### src/rtl/video_pkg.sv
`default_nettype none
// ============================================================================
//  Module      : video_pkg
//  Description : Shared BT.656 decode types, preamble constants and the XY
//                protection-bit check.
//  Revision    : 1.0 - initial release
// ============================================================================
package video_pkg;

    typedef enum logic [1:0] {
        SEARCH = 2'd0,
        BLANK  = 2'd1,
        ACTIVE = 2'd2
    } bt656_state_t;

    localparam logic [7:0] BT656_PRE0 = 8'hFF;
    localparam logic [7:0] BT656_PRE1 = 8'h00;

    // XY = {1, F, V, H, P3, P2, P1, P0}
    function automatic logic bt656_xy_ok(input logic [7:0] xy);
        logic fb;
        logic vb;
        logic hb;
        fb = xy[6];
        vb = xy[5];
        hb = xy[4];
        return xy[3:0] == {vb ^ hb, fb ^ hb, fb ^ vb, fb ^ vb ^ hb};
    endfunction

endpackage
`default_nettype wire

### src/rtl/bt656_decoder_if.sv
`default_nettype none
// ============================================================================
//  Module      : bt656_decoder_if
//  Description : Byte-stream input and decoded pixel/timing outputs of the
//                BT.656 decoder. master = stream source, slave = decoder.
//  Revision    : 1.0 - initial release
// ============================================================================
interface bt656_decoder_if #(
    parameter int W_BITS = 12
);
    logic [7:0]        bt656_data;
    logic              pixel_de;
    logic [15:0]       pixel_yc;
    logic              vs;
    logic              hs;
    logic              f;
    logic [W_BITS-1:0] meas_width;
    logic [W_BITS-1:0] meas_height;
    logic              sync_lock;
    logic [7:0]        prot_err_cnt;

    modport master (
        output bt656_data,
        input  pixel_de, pixel_yc, vs, hs, f,
        input  meas_width, meas_height, sync_lock, prot_err_cnt
    );

    modport slave (
        input  bt656_data,
        output pixel_de, pixel_yc, vs, hs, f,
        output meas_width, meas_height, sync_lock, prot_err_cnt
    );
endinterface
`default_nettype wire

### src/rtl/bt656_xy_detect.sv
`default_nettype none
// ============================================================================
//  Module      : bt656_xy_detect
//  Description : Four-byte input shift register, FF 00 00 preamble match and
//                XY (F/V/H + protection) decode.
//  Revision    : 1.0 - initial release
// ============================================================================
module bt656_xy_detect
    import video_pkg::*;
(
    input  logic       pixel_clk,
    input  logic       rst,
    input  logic [7:0] bt656_data,
    output logic [7:0] byte_q,
    output logic       code_vld,
    output logic       f,
    output logic       v,
    output logic       h,
    output logic       prot_ok
);

    logic [7:0] r_d0;
    logic [7:0] r_d1;
    logic [7:0] r_d2;
    logic [7:0] r_d3;

    always_ff @(posedge pixel_clk) begin
        if (rst) begin
            r_d0 <= 8'h00;
            r_d1 <= 8'h00;
            r_d2 <= 8'h00;
            r_d3 <= 8'h00;
        end else begin
            r_d0 <= bt656_data;
            r_d1 <= r_d0;
            r_d2 <= r_d1;
            r_d3 <= r_d2;
        end
    end

    assign byte_q   = r_d0;
    assign code_vld = (r_d3 == BT656_PRE0) && (r_d2 == BT656_PRE1) &&
                      (r_d1 == BT656_PRE1) && r_d0[7];
    assign f        = r_d0[6];
    assign v        = r_d0[5];
    assign h        = r_d0[4];
    assign prot_ok  = bt656_xy_ok(r_d0);

endmodule
`default_nettype wire

### src/rtl/bt656_decoder.sv
`default_nettype none
// ============================================================================
//  Module      : bt656_decoder
//  Description : BT.656 byte stream to 16-bit YC pixels with V/H/F flags,
//                active width/height measurement and sync lock.
//                Define BT656_PROT_CHECK_EN to reject XY codes with bad
//                protection bits and count them in prot_err_cnt.
//  Revision    : 1.0 - initial release
// ============================================================================
module bt656_decoder
    import video_pkg::*;
#(
    parameter int W_BITS = 12
)(
    input  logic           pixel_clk,
    input  logic           rst,
    bt656_decoder_if.slave bus
);

    localparam logic [W_BITS-1:0] c_cnt_max = {W_BITS{1'b1}};
    localparam logic [W_BITS-1:0] c_cnt_one = {{(W_BITS-1){1'b0}}, 1'b1};
`ifdef BT656_PROT_CHECK_EN
    localparam logic c_trust_xy = 1'b0;
`else
    localparam logic c_trust_xy = 1'b1;
`endif

    logic [7:0]        w_byte;
    logic              w_code_vld;
    logic              w_f;
    logic              w_v;
    logic              w_h;
    logic              w_prot_ok;
    logic              w_code_seen;
    logic              w_accept;
    logic              w_reject;
    logic [W_BITS-1:0] w_width_inc;
    logic [W_BITS-1:0] w_line_inc;
    logic [W_BITS-1:0] w_line_next;

    bt656_state_t      r_state;
    logic [1:0]        r_phase;
    logic [7:0]        r_cb;
    logic [7:0]        r_cr;
    logic              r_de;
    logic [15:0]       r_yc;
    logic              r_vs;
    logic              r_hs;
    logic              r_f;
    logic [W_BITS-1:0] r_width_cnt;
    logic [W_BITS-1:0] r_line_cnt;
    logic [W_BITS-1:0] r_meas_w;
    logic [W_BITS-1:0] r_meas_h;
    logic [2:0]        r_lock_cnt;
    logic              r_lock;

    bt656_xy_detect u_xy_detect (
        .pixel_clk  (pixel_clk),
        .rst        (rst),
        .bt656_data (bus.bt656_data),
        .byte_q     (w_byte),
        .code_vld   (w_code_vld),
        .f          (w_f),
        .v          (w_v),
        .h          (w_h),
        .prot_ok    (w_prot_ok)
    );

    // In ACTIVE the FF preamble byte leaves the state before any code completes.
    assign w_code_seen = w_code_vld && (r_state != ACTIVE);
    assign w_accept    = w_code_seen && (w_prot_ok || c_trust_xy);
    assign w_reject    = w_code_seen && !w_accept;

    assign w_width_inc = (r_width_cnt == c_cnt_max) ? r_width_cnt : r_width_cnt + c_cnt_one;
    assign w_line_inc  = (r_line_cnt == c_cnt_max) ? r_line_cnt : r_line_cnt + c_cnt_one;
    assign w_line_next = (w_h && (r_width_cnt != '0)) ? w_line_inc : r_line_cnt;

    always_ff @(posedge pixel_clk) begin
        if (rst) begin
            r_state     <= SEARCH;
            r_phase     <= 2'd0;
            r_cb        <= 8'h00;
            r_cr        <= 8'h00;
            r_de        <= 1'b0;
            r_yc        <= 16'h0000;
            r_vs        <= 1'b0;
            r_hs        <= 1'b0;
            r_f         <= 1'b0;
            r_width_cnt <= '0;
            r_line_cnt  <= '0;
            r_meas_w    <= '0;
            r_meas_h    <= '0;
            r_lock_cnt  <= 3'd0;
            r_lock      <= 1'b0;
        end else begin
            r_de <= 1'b0;
            if (r_state == ACTIVE) begin
                if (w_byte == BT656_PRE0) begin
                    r_state <= BLANK;
                end else begin
                    r_phase <= r_phase + 2'd1;
                    case (r_phase)
                        2'd0: r_cb <= w_byte;
                        2'd1: begin
                            r_de        <= 1'b1;
                            r_yc        <= {w_byte, r_cb};
                            r_width_cnt <= w_width_inc;
                        end
                        2'd2: r_cr <= w_byte;
                        2'd3: begin
                            r_de        <= 1'b1;
                            r_yc        <= {w_byte, r_cr};
                            r_width_cnt <= w_width_inc;
                        end
                    endcase
                end
            end else if (w_accept) begin
                r_f  <= w_f;
                r_vs <= w_v;
                r_hs <= w_h;
                if (r_lock_cnt != 3'd4) begin
                    r_lock_cnt <= r_lock_cnt + 3'd1;
                end
                r_lock <= (r_lock_cnt >= 3'd3);
                if (w_h) begin
                    r_state     <= BLANK;
                    r_width_cnt <= '0;
                    if (r_width_cnt != '0) begin
                        r_meas_w <= r_width_cnt;
                    end
                end else begin
                    r_state <= w_v ? BLANK : ACTIVE;
                    r_phase <= 2'd0;
                end
                // A line closed by this same EAV is counted into the field it ends.
                if (w_v && !r_vs) begin
                    r_meas_h   <= w_line_next;
                    r_line_cnt <= '0;
                end else begin
                    r_line_cnt <= w_line_next;
                end
            end else if (w_reject) begin
                r_lock_cnt <= 3'd0;
                r_lock     <= 1'b0;
            end
        end
    end

`ifdef BT656_PROT_CHECK_EN
    logic [7:0] r_prot_err;

    always_ff @(posedge pixel_clk) begin
        if (rst) begin
            r_prot_err <= 8'h00;
        end else if (w_reject && (r_prot_err != 8'hFF)) begin
            r_prot_err <= r_prot_err + 8'h01;
        end
    end

    assign bus.prot_err_cnt = r_prot_err;
`else
    assign bus.prot_err_cnt = 8'h00;
`endif

    assign bus.pixel_de    = r_de;
    assign bus.pixel_yc    = r_yc;
    assign bus.vs          = r_vs;
    assign bus.hs          = r_hs;
    assign bus.f           = r_f;
    assign bus.meas_width  = r_meas_w;
    assign bus.meas_height = r_meas_h;
    assign bus.sync_lock   = r_lock;

endmodule
`default_nettype wire

### src/flat_wrapper.sv
// flat-port wrapper written by rule: the top's interface ports become plain ports
module bt656_decoder_flat import video_pkg::*;
#(
    parameter int W_BITS = 12
)
  (pixel_clk, rst, bus_bt656_data, bus_pixel_de, bus_pixel_yc, bus_vs, bus_hs, bus_f, bus_meas_width, bus_meas_height, bus_sync_lock, bus_prot_err_cnt);
  bt656_decoder_if #(.W_BITS(W_BITS)) bus_i ();
  input  logic pixel_clk;
  input  logic rst;
  input wire logic [$bits(bus_i.bt656_data)-1:0] bus_bt656_data;
  output wire logic [$bits(bus_i.pixel_de)-1:0] bus_pixel_de;
  output wire logic [$bits(bus_i.pixel_yc)-1:0] bus_pixel_yc;
  output wire logic [$bits(bus_i.vs)-1:0] bus_vs;
  output wire logic [$bits(bus_i.hs)-1:0] bus_hs;
  output wire logic [$bits(bus_i.f)-1:0] bus_f;
  output wire logic [$bits(bus_i.meas_width)-1:0] bus_meas_width;
  output wire logic [$bits(bus_i.meas_height)-1:0] bus_meas_height;
  output wire logic [$bits(bus_i.sync_lock)-1:0] bus_sync_lock;
  output wire logic [$bits(bus_i.prot_err_cnt)-1:0] bus_prot_err_cnt;
  assign bus_i.bt656_data = bus_bt656_data;
  assign bus_pixel_de = bus_i.pixel_de;
  assign bus_pixel_yc = bus_i.pixel_yc;
  assign bus_vs = bus_i.vs;
  assign bus_hs = bus_i.hs;
  assign bus_f = bus_i.f;
  assign bus_meas_width = bus_i.meas_width;
  assign bus_meas_height = bus_i.meas_height;
  assign bus_sync_lock = bus_i.sync_lock;
  assign bus_prot_err_cnt = bus_i.prot_err_cnt;
  bt656_decoder #(.W_BITS(W_BITS)) u_core (.pixel_clk(pixel_clk), .rst(rst), .bus(bus_i));
endmodule
### config.mk
export PLATFORM = sky130hd
export DESIGN_NAME = bt656_decoder_flat
export DESIGN_NICKNAME = d
export VERILOG_FILES = /design/src/rtl/video_pkg.sv /design/src/rtl/bt656_decoder_if.sv /design/src/rtl/bt656_xy_detect.sv /design/src/rtl/bt656_decoder.sv /design/src/flat_wrapper.sv
export SDC_FILE = /design/constraint.sdc
export NUM_CORES = 1
export LEC_CHECK = 0
export ABC_AREA = 1
export BUFFER_PORTS_ARGS = -buffer_cell sky130_fd_sc_hd__buf_2
export CELL_PAD_IN_SITES_DETAIL_PLACEMENT = 1
export CELL_PAD_IN_SITES_GLOBAL_PLACEMENT = 1
export CORE_MARGIN = 1.5
export CORE_UTILIZATION = 38
export DETAILED_ROUTE_END_ITERATION = 6
export PLACE_DENSITY_LB_ADDON = 0.3
export SETUP_SLACK_MARGIN = 0.2
export SLEW_MARGIN = 10
export SYNTH_ARGS = -nofsm -noshare
export SYNTH_HDL_FRONTEND = slang
export SYNTH_SLANG_ARGS = --single-unit
export TNS_END_PERCENT = 100
### constraint.sdc
create_clock -name pixel_clk -period 1.7 [get_ports pixel_clk]
set_clock_uncertainty 0.05 [all_clocks]
set_input_delay 0.17 -clock pixel_clk [delete_from_list [all_inputs] [get_ports pixel_clk]]
set_output_delay 0.17 -clock pixel_clk [all_outputs]
set_load 0.005 [all_outputs]
; ---- Yosys cells after proc, flatten, opt, wreduce, memory -nomap -nowiden
; Cells that the tools add are included.
[word_totals]
regBits = 124
in_bits = 10
output_inout_bits = 53
[op_classes]
magnitude_cmp = 1
muxes = 20
n_eq_ne = 15
n_reduce_logical = 26
bitwise = 2
add_sub_neg = 4
[ops]
columns = op, count
row1 = two-way mux 12 bit, 9
row2 = case mux 16 bit (2 select lines), 1
row3 = "adder 12 x 1 -> 12 bit, second input constant", 2
row4 = "== test 12 bit, second input constant", 2
row5 = two-way mux 2 bit, 9
row6 = AND reduction 3 bit, 6
row7 = "== test 8 bit, second input constant", 2
row8 = zero test 8 bit, 2
row9 = nonzero test 12 bit, 1
row10 = "inequality test 2 bit, second input constant", 5
row11 = "== test 2 bit, second input constant", 3
row12 = logical AND 1 bit, 6
row13 = nonzero test 2 bit, 3
row14 = AND reduction 5 bit, 1
row15 = AND reduction 2 bit, 2
row16 = AND reduction 4 bit, 1
row17 = "adder 3 x 1 -> 3 bit, second input constant", 1
row18 = ">= comparator 3 x 2 -> 1 bit, second input constant", 1
row19 = "inequality test 3 bit, second input constant", 1
row20 = OR reduction 3 bit, 1
row21 = "adder 2 x 1 -> 2 bit, second input constant", 1
row22 = "== test 2 x 1 -> 1 bit, second input constant", 1
row23 = zero test 2 bit, 1
row24 = "inequality test 2 x 1 -> 1 bit, second input constant", 1
row25 = 4 further kinds, 5

; ---- Depth between registers and ports, before layout
; Gate-level depths: netlist (run 1).
[depth]
ltp_word = 7
depth_mapped = 12
depth_no_buf = 11

; ---- By module
; From an unflattened synthesis (run 1), not the netlist that was laid out.
[hier_totals]
cells_unflattened = 790
area_unflattened_um2 = 5576.6
[modules_own_cells]
columns = module, area_per_inst_um2, cells_each, n_inst, seq_area_each_um2
row1 = bt656_decoder, 4483.0, 649, 1, 1841.8
row2 = bt656_xy_detect, 1093.5, 141, 1, 640.6

; ---- Least setup slack after synthesis (run 1)
; No wires, ideal clock.
[synth_path]
kind = register to register
start = register u_core.r_phase[1]
end = register u_core.r_width_cnt[9]
arrival_ps = 1536
synth_period_minus_slack_ps = 1702
required_time_ps = 1534
path_stages_with_launch = 10
setup_ps = 116
slack_ps = -2
path_buffers = 2
path_cell_list = dfxtp_1 > inv_1 > ha_1 > or2_2 > buf_2 > nand3_4 > nand2_4 > buf_2 > a21oi_1 > nor2_1
[synth_between]
elab_chain_cells = 4
[synth_lines]
columns = element, line_no
row1 = from (decl), bt656_decoder.sv:42  ; logic [1:0] r_phase;
row2 = from (signal assigned), bt656_decoder.sv:101  ; r_phase <= r_phase + 2'd1;
row3 = == test 2 x 1 -> 1 bit / == test 2 bit (equally long branches), bt656_decoder.sv:102  ; case (r_phase)
row4 = OR reduction 2 bit (no line) *, n/a
row5 = inequality test 2 bit (no line) *, n/a
row6 = AND reduction 5 bit (no line) *, n/a
row7 = to (signal assigned), bt656_decoder.sv:107  ; r_width_cnt <= w_width_inc;
row8 = to (signal assigned), bt656_decoder.sv:113  ; r_width_cnt <= w_width_inc;
row9 = to (decl), bt656_decoder.sv:50  ; logic [W_BITS-1:0] r_width_cnt;
; Mark *: on every way between the ends. The rest lies on a longest branch, timed or not.
; A chain may end at the register's enable or synchronous reset.

; ---- Worst setup path after layout (run 1)
[layout_path]
start = register u_core.r_width_cnt[1]
end = register u_core.r_width_cnt[11]
[layout_between]
elab_chain_cells = 5
[layout_lines]
columns = element, line_no
row1 = adder 12 x 1 -> 12 bit, bt656_decoder.sv:74  ; assign w_width_inc = (r_width_cnt == c_cnt_max) ? r_width_cnt : r_width_cnt + c_cnt_one;
row2 = two-way mux 12 bit, bt656_decoder.sv:74
row3 = two-way mux 12 bit, bt656_decoder.sv:102
row4 = two-way mux 12 bit, bt656_decoder.sv:98  ; if (w_byte == BT656_PRE0) begin
row5 = two-way mux 12 bit, bt656_decoder.sv:97  ; if (r_state == ACTIVE) begin
; Several ways; a longest one is shown, not always the timed one. The select of a mux whose other input is x is not followed.

==> results_tabular.tex, run 1 <==
\begin{tabular}{lr}
\hline
Metric & Value \\
\hline
\multicolumn{2}{l}{\textbf{Run status}} \\
Outcome & finished with violations \\
Failing checks & negative setup slack \\
\multicolumn{2}{l}{\textbf{Layout}} \\
Fill cell instance count of the final layout & 1729 \\
Multi-input combinational cell area & 3492 um2 \\
Post-layout nets & around 960 \\
Storage element area & approximately 2500 um2 \\
Syn-to-layout area delta & 49.36\% \\
Share of final-layout standard cells stronger than drive strength 1 & between 40\% and 50\% \\
Antenna Cells & 0 \\
\multicolumn{2}{l}{\textbf{Yosys}} \\
Mapped Cells & 808 \\
Number of different library cells in the post-synthesis netlist & 37 \\
Cell area after technology mapping & 5668 um2 \\
Sequential area share after synthesis & 43.80\% \\
Syn Area/Cell & roughly 7 um2 \\
Synth Register Bits & 124 \\
Total number of yosys warnings & 0 \\
\multicolumn{2}{l}{\textbf{Place}} \\
Port Buffers & 54 \\
Final weighted congestion in routability-driven placement & between 0.8 and 0.9 \\
Dpl hpwl & roughly 12 mm \\
Worst-case setup slack after placement & -0.06481 ns \\
\multicolumn{2}{l}{\textbf{Routing}} \\
Initial detailed-routing violation count & roughly 480 \\
Antenna Violating Nets Remaining & 0 \\
Wire length reported by the detailed router & roughly 24 mm \\
Number of vias per cell after detailed routing & $\sim$5.5 \\
Iteration count of the initial detailed-routing pass & 5 \\
Routed WL per cell & 21.10 um \\
Via count of the routed design & roughly 6.2k \\
Detailed-route DRC error count & 0 \\
\multicolumn{2}{l}{\textbf{Worst hold path}} \\
Hold path depth & 4 \\
Class of the worst hold path & input pin to register \\
\multicolumn{2}{l}{\textbf{Worst setup path}} \\
Category of the worst setup path launch point & register \\
CP bufs+invs & 1 \\
CP dominant cell by count & nand2\_1 \\
Ordered cell list for the critical path & buf\_4 -> nand2\_1 -> nor2\_2 -> nand2\_1 -> nor2\_1 -> nand2\_1 -> nand2\_1 -> nand3\_1 -> nand2\_1 -> a21oi\_2 \\
Number of cells on the critical path & 10 \\
Worst path arrival time & 2.16 ns \\
Worst Path Class, Setup & register to register \\
Required @ worst endpoint & approximately 2 ns \\
Worst reg2reg path depth & 10 \\
Kind of end point of the critical path & register \\
Delay contributed by the slowest stage of the critical path & 0.39 ns \\
Biggest fanout along the worst timing path & 3 \\
Cell class contributing the biggest share of worst-path delay & simple AND/OR/NAND/NOR gates \\
Critical-path cell with the highest stage delay & dfxtp\_4 \\
\multicolumn{2}{l}{\textbf{Clock tree}} \\
CTS tree & built \\
Sinks on Clock Net & roughly 120 \\
Clock buffers created by TritonCTS & 17 \\
Max clock buf depth & 2 \\
Deepest level of the CTS H-tree & 4 \\
Later-pin clock latency in the skew report & roughly 0.44 ns \\
CTS clock-pin slew for the worst setup and hold paths & 0.06 ns \\
Root buffer selected by CTS & clkbuf\_16 \\
\multicolumn{2}{l}{\textbf{STA}} \\
Final setup violating endpoints & 5 \\
Slew at the pin closest to its max-slew limit & 1.063 ns \\
Final period utilization & 110.1\% \\
Fin. Hold Viols & 0 \\
Fin worst setup slack & -0.1725 ns \\
Final critical-path required period & between 1.5 and 2 ns \\
Unrepaired setup endpoints after global routing & yes \\
Max Clock Freq & $\sim$530 MHz \\
Final Slew Violations & 0 \\
Relative slew slack & $\sim$30\% \\
\multicolumn{2}{l}{\textbf{GRT}} \\
Global-route wire length before repair & $\sim$30 mm \\
GRT Util Overall & 24.08\% \\
Maximum number of pins on one net before global-route repair & 75 \\
Initial antenna violation count & 0 \\
Vias in the first global route & around 6.1k \\
Remaining global-route overflow & 0 \\
\multicolumn{2}{l}{\textbf{Power}} \\
Sequential power share & a little over two fifths \\
Combinational share of power & under 10\% \\
Part of the power in the clock network & between 50\% and 60\% \\
Peak supply drop & approximately 0.76 mV \\
Switching power as a share of total power & approximately a quarter \\
Sum of internal, switching and leakage power & around 7 mW \\
Switch Pwr & between 1.5 and 2 mW \\
Static leakage & between 3 and 4 nW \\
Total power divided by cell area & between 800 and 900 nW/um2 \\
Cell Int Power & approximately 5.2 mW \\
\multicolumn{2}{l}{\textbf{Run}} \\
Max-cap violations & 0 \\
\multicolumn{2}{l}{\textbf{Die}} \\
Starting density of the core & between 30 and 40\% \\
Core ar. & approximately 15000 um2 \\
Area enclosed by the die boundary & approximately 16000 um2 \\
Num rows & 44 \\
Die H & around 130 um \\
DIE WIDTH & between 100 and 150 um \\
I/O pins & 63 \\
\hline
\end{tabular}
metrics by stage:
step                area [um2]  utilization, %  hold WS [ns]  setup TNS [ns]  instances
CTS                       7607           52.34        0.1412               0       1117
detailed placement        6362           43.78        0.3295         -0.9951       1052
finish                    8466           58.25        0.1408         -0.2755       1135
global route              8466           58.25        0.1544          -3.473       1135
global placement          6362           43.78        0.3234        -0.02595       1052
floorplan                 5741               -        0.2270               0        815
flip-flops by register name, indices dropped and copies added (netlist names), 2 cells and up:
| register | flops |
|---|---|
| u_core.bus.pixel_yc | 16 |
| u_core.bus.meas_height | 12 |
| u_core.bus.meas_width | 12 |
| u_core.r_line_cnt | 12 |
| u_core.r_width_cnt | 12 |
| u_core.r_cb | 8 |
| u_core.r_cr | 8 |
| u_core.u_xy_detect.byte_q | 8 |
| u_core.u_xy_detect.r_d1 | 8 |
| u_core.u_xy_detect.r_d2 | 8 |
| u_core.u_xy_detect.r_d3 | 8 |
| u_core.r_lock_cnt | 3 |
| u_core.r_phase | 2 |
| u_core.r_state | 2 |
cell families after synthesis:
family / share of synthesized area [%]
flops: 43.80
compound gates: 10.51
fa+ha+maj: 2.208
other cells: 0.06616
buf+inv: 10.40
simple gates: 31.57
mux: 0.9933
xor+xnor: 0.4637
power groups by stage:
stage	clock network [mW]	registers [mW]	logic, mW
global route	3.87	2.95	0.272
floorplan	0	3.01	0.119
finish	3.76	2.95	0.256
global placement	0	3.01	0.161
CTS	3.73	2.96	0.203
detailed placement	0	3.01	0.170
Yosys cell counts (all sizes together):
library cell / n / area, um2
nand2: 187 / 729.4
nor2: 149 / 581.8
dfxtp: 124 / 2482
inv: 88 / 332.8
a21oi: 66 / 337.8
nand3: 59 / 335.3
o21ai: 47 / 250.2
buf: 30 / 198.9
clkbuf: 15 / 57.55
ha: 10 / 125.1
nand4: 10 / 62.56
nor3: 8 / 45.04
mux2: 5 / 56.30
nand3b: 2 / 15.01
xor2: 2 / 17.52
and3: 1 / 6.260
conb: 1 / 3.750
nor3b: 1 / 7.510
o21bai: 1 / 7.510
or2: 1 / 6.260
xnor2: 1 / 8.760
final timing paths:
kind	endpoint	slack (ns)	from
max	u_core.r_width_cnt[11]	-0.17	u_core.r_width_cnt[1]
min	u_core.bus.meas_height[8]	0.14	rst
max reg2reg	u_core.r_width_cnt[11]	-0.17	u_core.r_width_cnt[1]
min reg2reg	u_core.u_xy_detect.r_d3[1]	0.39	u_core.u_xy_detect.r_d2[1]
final cells by class:
cell class              instances  area share [%]
well taps                     184           2.719
repair buffers                145           15.00
clock inverters                14           1.921
clock buffers                  18           5.069
flip-flops and latches        124           29.91
inverters                      88           4.124
multi-input cells             562           41.25
layer usage:
layer,wire [um],share of wire (%),vias up,GRT usage [%]
met5,0,0,-,0
met4,953,4.0,0,11.10
met3,1134,4.7,80,4.450
met2,12300,51,229,42.21
met1,9551,40,3108,28.54
li1,-,-,2817,-
layout by cell type (no fill, tap or decap), types with 31 or more instances in the layout:
cell     count
nor2_2      35
a21oi_1     31
nand2_1    125
dfxtp_1     92
buf_2       54
nand2_2     35
a21oi_2     34
buf_4       53
inv_1       74
nand3_1     42
nor2_1     101
worst min-delay path: stages:
cell,delay [ns]
buf_2,0.09
inv_1,0.17
nand2_1,0.12
nor2_1,0.03
what timing repair did:
| action | CTS | global route |
|---|---|---|
| cloned | 5 | 6 |
| endpoints found under the setup margin | 90 | 91 |
| hold buffers | 8 | 0 |
| buffers inserted | 20 | 12 |
| pin swaps | 33 | 65 |
| hold endpoints to repair | 8 | 0 |
| resized for setup | 119 | 174 |
(Power assumes the default switching activity.)
==> run 2: changes to the inputs <==
--- a/config.mk
+++ b/config.mk
@@ -10,7 +10,7 @@
 export CELL_PAD_IN_SITES_DETAIL_PLACEMENT = 1
 export CELL_PAD_IN_SITES_GLOBAL_PLACEMENT = 1
 export CORE_MARGIN = 1.5
-export CORE_UTILIZATION = 38
+export CORE_UTILIZATION = 35
 export DETAILED_ROUTE_END_ITERATION = 6
 export PLACE_DENSITY_LB_ADDON = 0.3
 export SETUP_SLACK_MARGIN = 0.2
==> run 2 against run 1 <==
Net effect: the run still ends with negative setup slack left; core utilization fell by 5.0 points; first-iteration DRC count fell by 29%; critical endpoint is now u_core.r_width_cnt[0]; critical path depth unchanged; hold slack gained 0.060 ns; clock power fell by 6.6%; sequential power about the same; cell count is 3.0% higher; power shrank 3.5%; combinational power about the same; final area shrank 0.47%.
==> results_tabular.tex, run 2 (synthesis results as in run 1) <==
\begin{tabular}{lr}
\hline
Metric & Value \\
\hline
\multicolumn{2}{l}{\textbf{Routing}} \\
Iteration count of the initial detailed-routing pass & 5 (unchanged) \\
Number of vias per cell after detailed routing & 4.977 (-9.4\%) \\
Detailed-route DRC error count & 0 (unchanged) \\
Antenna Violating Nets Remaining & 0 (unchanged) \\
Initial detailed-routing violation count & 339 (-29\%) \\
Via count of the routed design & 5818 (-6.7\%) \\
Wire length reported by the detailed router & 20.93 mm (-13\%) \\
Routed WL per cell & 17.90 um (-15\%) \\
\multicolumn{2}{l}{\textbf{Place}} \\
Port Buffers & 54 (unchanged) \\
Final weighted congestion in routability-driven placement & 0.8537 (-1.2\%) \\
Dpl hpwl & 10.79 mm (-6.3\%) \\
\multicolumn{2}{l}{\textbf{STA}} \\
Max Clock Freq & 573.7 MHz (+7.4\%) \\
Fin worst setup slack & -0.04310 ns (+0.1294 ns) \\
Unrepaired setup endpoints after global routing & yes \\
Worst hold-check slack & 0.2007 ns (+0.05983 ns) \\
Final setup violating endpoints & 2 (-3) \\
Post-route setup TNS & -0.05900 ns (+0.2165 ns) \\
Final period utilization & 102.5\% (-7.6 points) \\
Final critical-path required period & 1.743 ns (-0.1294 ns) \\
Fin. Hold Viols & 0 (unchanged) \\
Final Slew Violations & 0 (unchanged) \\
\multicolumn{2}{l}{\textbf{Run status}} \\
Outcome & finished with violations \\
Failing checks & negative setup slack \\
\multicolumn{2}{l}{\textbf{Worst setup path}} \\
Kind of end point of the critical path & register \\
Ordered cell list for the critical path & inv\_2 -> nor3\_2 -> buf\_4 -> nand2\_8 -> nand3\_4 -> nand2\_8 -> buf\_8 -> nand3\_1 -> nand2\_1 -> a21oi\_2 \\
CP bufs+invs & 3 (+2) \\
Category of the worst setup path launch point & register \\
Worst reg2reg path depth & 10 (unchanged) \\
Required @ worst endpoint & 2.00 ns (+0.02 ns) \\
Number of cells on the critical path & 10 (unchanged) \\
Delay contributed by the slowest stage of the critical path & 0.38 ns (about the same) \\
Worst path arrival time & 2.05 ns (-0.11 ns) \\
CP dominant cell by count & nand2\_8 \\
Worst Path Class, Setup & register to register \\
Biggest fanout along the worst timing path & 7 (+4) \\
Critical-path cell with the highest stage delay & dfxtp\_4 \\
Cell class contributing the biggest share of worst-path delay & simple AND/OR/NAND/NOR gates \\
\multicolumn{2}{l}{\textbf{Die}} \\
Starting density of the core & 35.81\% (-3.2 points) \\
Area enclosed by the die boundary & 16970 um2 (+8.4\%) \\
Die H & 130.3 um (+4.1\%) \\
Num rows & 46 (+4.5\%) \\
I/O pins & 63 (unchanged) \\
Core ar. & 15830 um2 (+8.9\%) \\
DIE WIDTH & 130.3 um (+4.1\%) \\
\multicolumn{2}{l}{\textbf{Worst hold path}} \\
Class of the worst hold path & input pin to register \\
Hold path depth & 3 (-1) \\
\multicolumn{2}{l}{\textbf{Run}} \\
Max-cap violations & 0 (unchanged) \\
\multicolumn{2}{l}{\textbf{Clock tree}} \\
Clock buffers created by TritonCTS & 17 (unchanged) \\
Sinks on Clock Net & 124 (unchanged) \\
Later-pin clock latency in the skew report & 0.43 ns (about the same) \\
Max clock buf depth & 2 (unchanged) \\
CTS clock-pin slew for the worst setup and hold paths & 0.06 ns (about the same) \\
Root buffer selected by CTS & clkbuf\_16 \\
CTS tree & built \\
Deepest level of the CTS H-tree & 4 (unchanged) \\
\multicolumn{2}{l}{\textbf{Power}} \\
Static leakage & 3.629 nW (+2.4\%) \\
Peak supply drop & 0.6244 mV (-18\%) \\
Total power divided by cell area & 798.0 nW/um2 (-3.0\%) \\
\multicolumn{2}{l}{\textbf{Layout}} \\
Flip-flop count of the largest register, all copies and words added & 16 (unchanged) \\
Commonest cells after routing, fill and taps aside & nand2\_1, nor2\_1, dfxtp\_1, inv\_1, buf\_4 \\
Post-layout nets & 960 (+0.21\%) \\
Antenna Cells & 0 (unchanged) \\
Syn-to-layout area delta & 48.65\% \\
Share of final-layout standard cells stronger than drive strength 1 & 40.82\% (-2.1 points) \\
Leading cell type in the layout, fill and taps excluded & nand2\_1 \\
\multicolumn{2}{l}{\textbf{GRT}} \\
Remaining global-route overflow & 0 (unchanged) \\
Vias in the first global route & 5687 (-7.0\%) \\
Maximum number of pins on one net before global-route repair & 75 (unchanged) \\
Global-route wire length before repair & 28.44 mm (-5.5\%) \\
GRT Util Overall & 21.77\% (-2.3 points) \\
Initial antenna violation count & 0 (unchanged) \\
\hline
\end{tabular}
## run 2: changes by cell type in the layout (fill, tap and decap cells not counted), moves of 6 or more
cell / before / now
nand2_2: 35 / 28
a21oi_1: 31 / 50
a21oi_2: 34 / 14
o21ai_0: 22 / 14
buf_4: 53 / 59
nor2_2: 35 / 19
nor2_4: 13 / 28
nand2_1: 125 / 138
nand2_4: 25 / 16
## run 2: worst reg2reg max path, stage by stage, from the launching register on
cell     delay, ns
dfxtp_4       0.38
inv_2         0.05
nor3_2        0.21
buf_4         0.19
nand2_8       0.07
nand3_4       0.14
nand2_8       0.09
buf_8         0.15
nand3_1       0.08
nand2_1       0.09
a21oi_2       0.14
## run 2: routing by layer
layer	global-route usage (%)	share of wire, %	up-vias
met1	26.68	43	2841
met2	37.65	52	120
met3	4.838	3.0	49
li1	-	-	2808
met4	7.451	2.6	0
met5	0	0	-
## run 2: final timing paths
kind | start | endpoint | slack (ns)
worst max register to register | u_core.u_xy_detect.byte_q[7] | u_core.r_width_cnt[0] | -0.04
worst min register to register | u_core.u_xy_detect.r_d2[1] | u_core.u_xy_detect.r_d3[1] | 0.39
worst min-delay path | rst | u_core.r_line_cnt[3] | 0.20
worst max-delay path | u_core.u_xy_detect.byte_q[7] | u_core.r_width_cnt[0] | -0.04
## run 2: what timing repair did
item	CTS	global route
gates cloned	5	0
hold endpoints to repair	8	0
hold buffers	8	0
resized for setup	139	161
setup buffers	16	10
pin swaps	40	55
endpoints found under the setup margin	89	91
## run 2: area by class of cell
cell class / instances / area (um2)
Clock buffer: 20 / 446.7
Multi-Input combinational cell: 558 / 3453
Inverter: 88 / 351.6
Timing Repair Buffer: 151 / 1246
Sequential cell: 124 / 2542
Clock inverter: 12 / 115.1
Fill cell: 1885 / 7402
Tap cell: 216 / 270.3
## run 2: power by group
part	leakage (nW)	internal [mW]	switching, mW	total (mW)
registers	1.02	2.93	0.0281	2.96
logic	2.34	0.0916	0.166	0.258
clock network	0.267	2.06	1.45	3.51
## run 2: through the flow
step / utilization, % / worst slack [ns] / cell area, um2 / total power [mW] / cells
after floorplan: - / 0.1725 / 5741 / 3.127 / 815
after global placement: 41.11 / 0.01800 / 6507 / 3.179 / 1098
after detailed placement: 41.11 / -0.07627 / 6507 / 3.181 / 1098
after CTS: 49.10 / 0.1282 / 7771 / 6.694 / 1159
after global routing: 53.23 / -0.1092 / 8426 / 6.905 / 1169
final: 53.23 / -0.04310 / 8426 / 6.724 / 1169
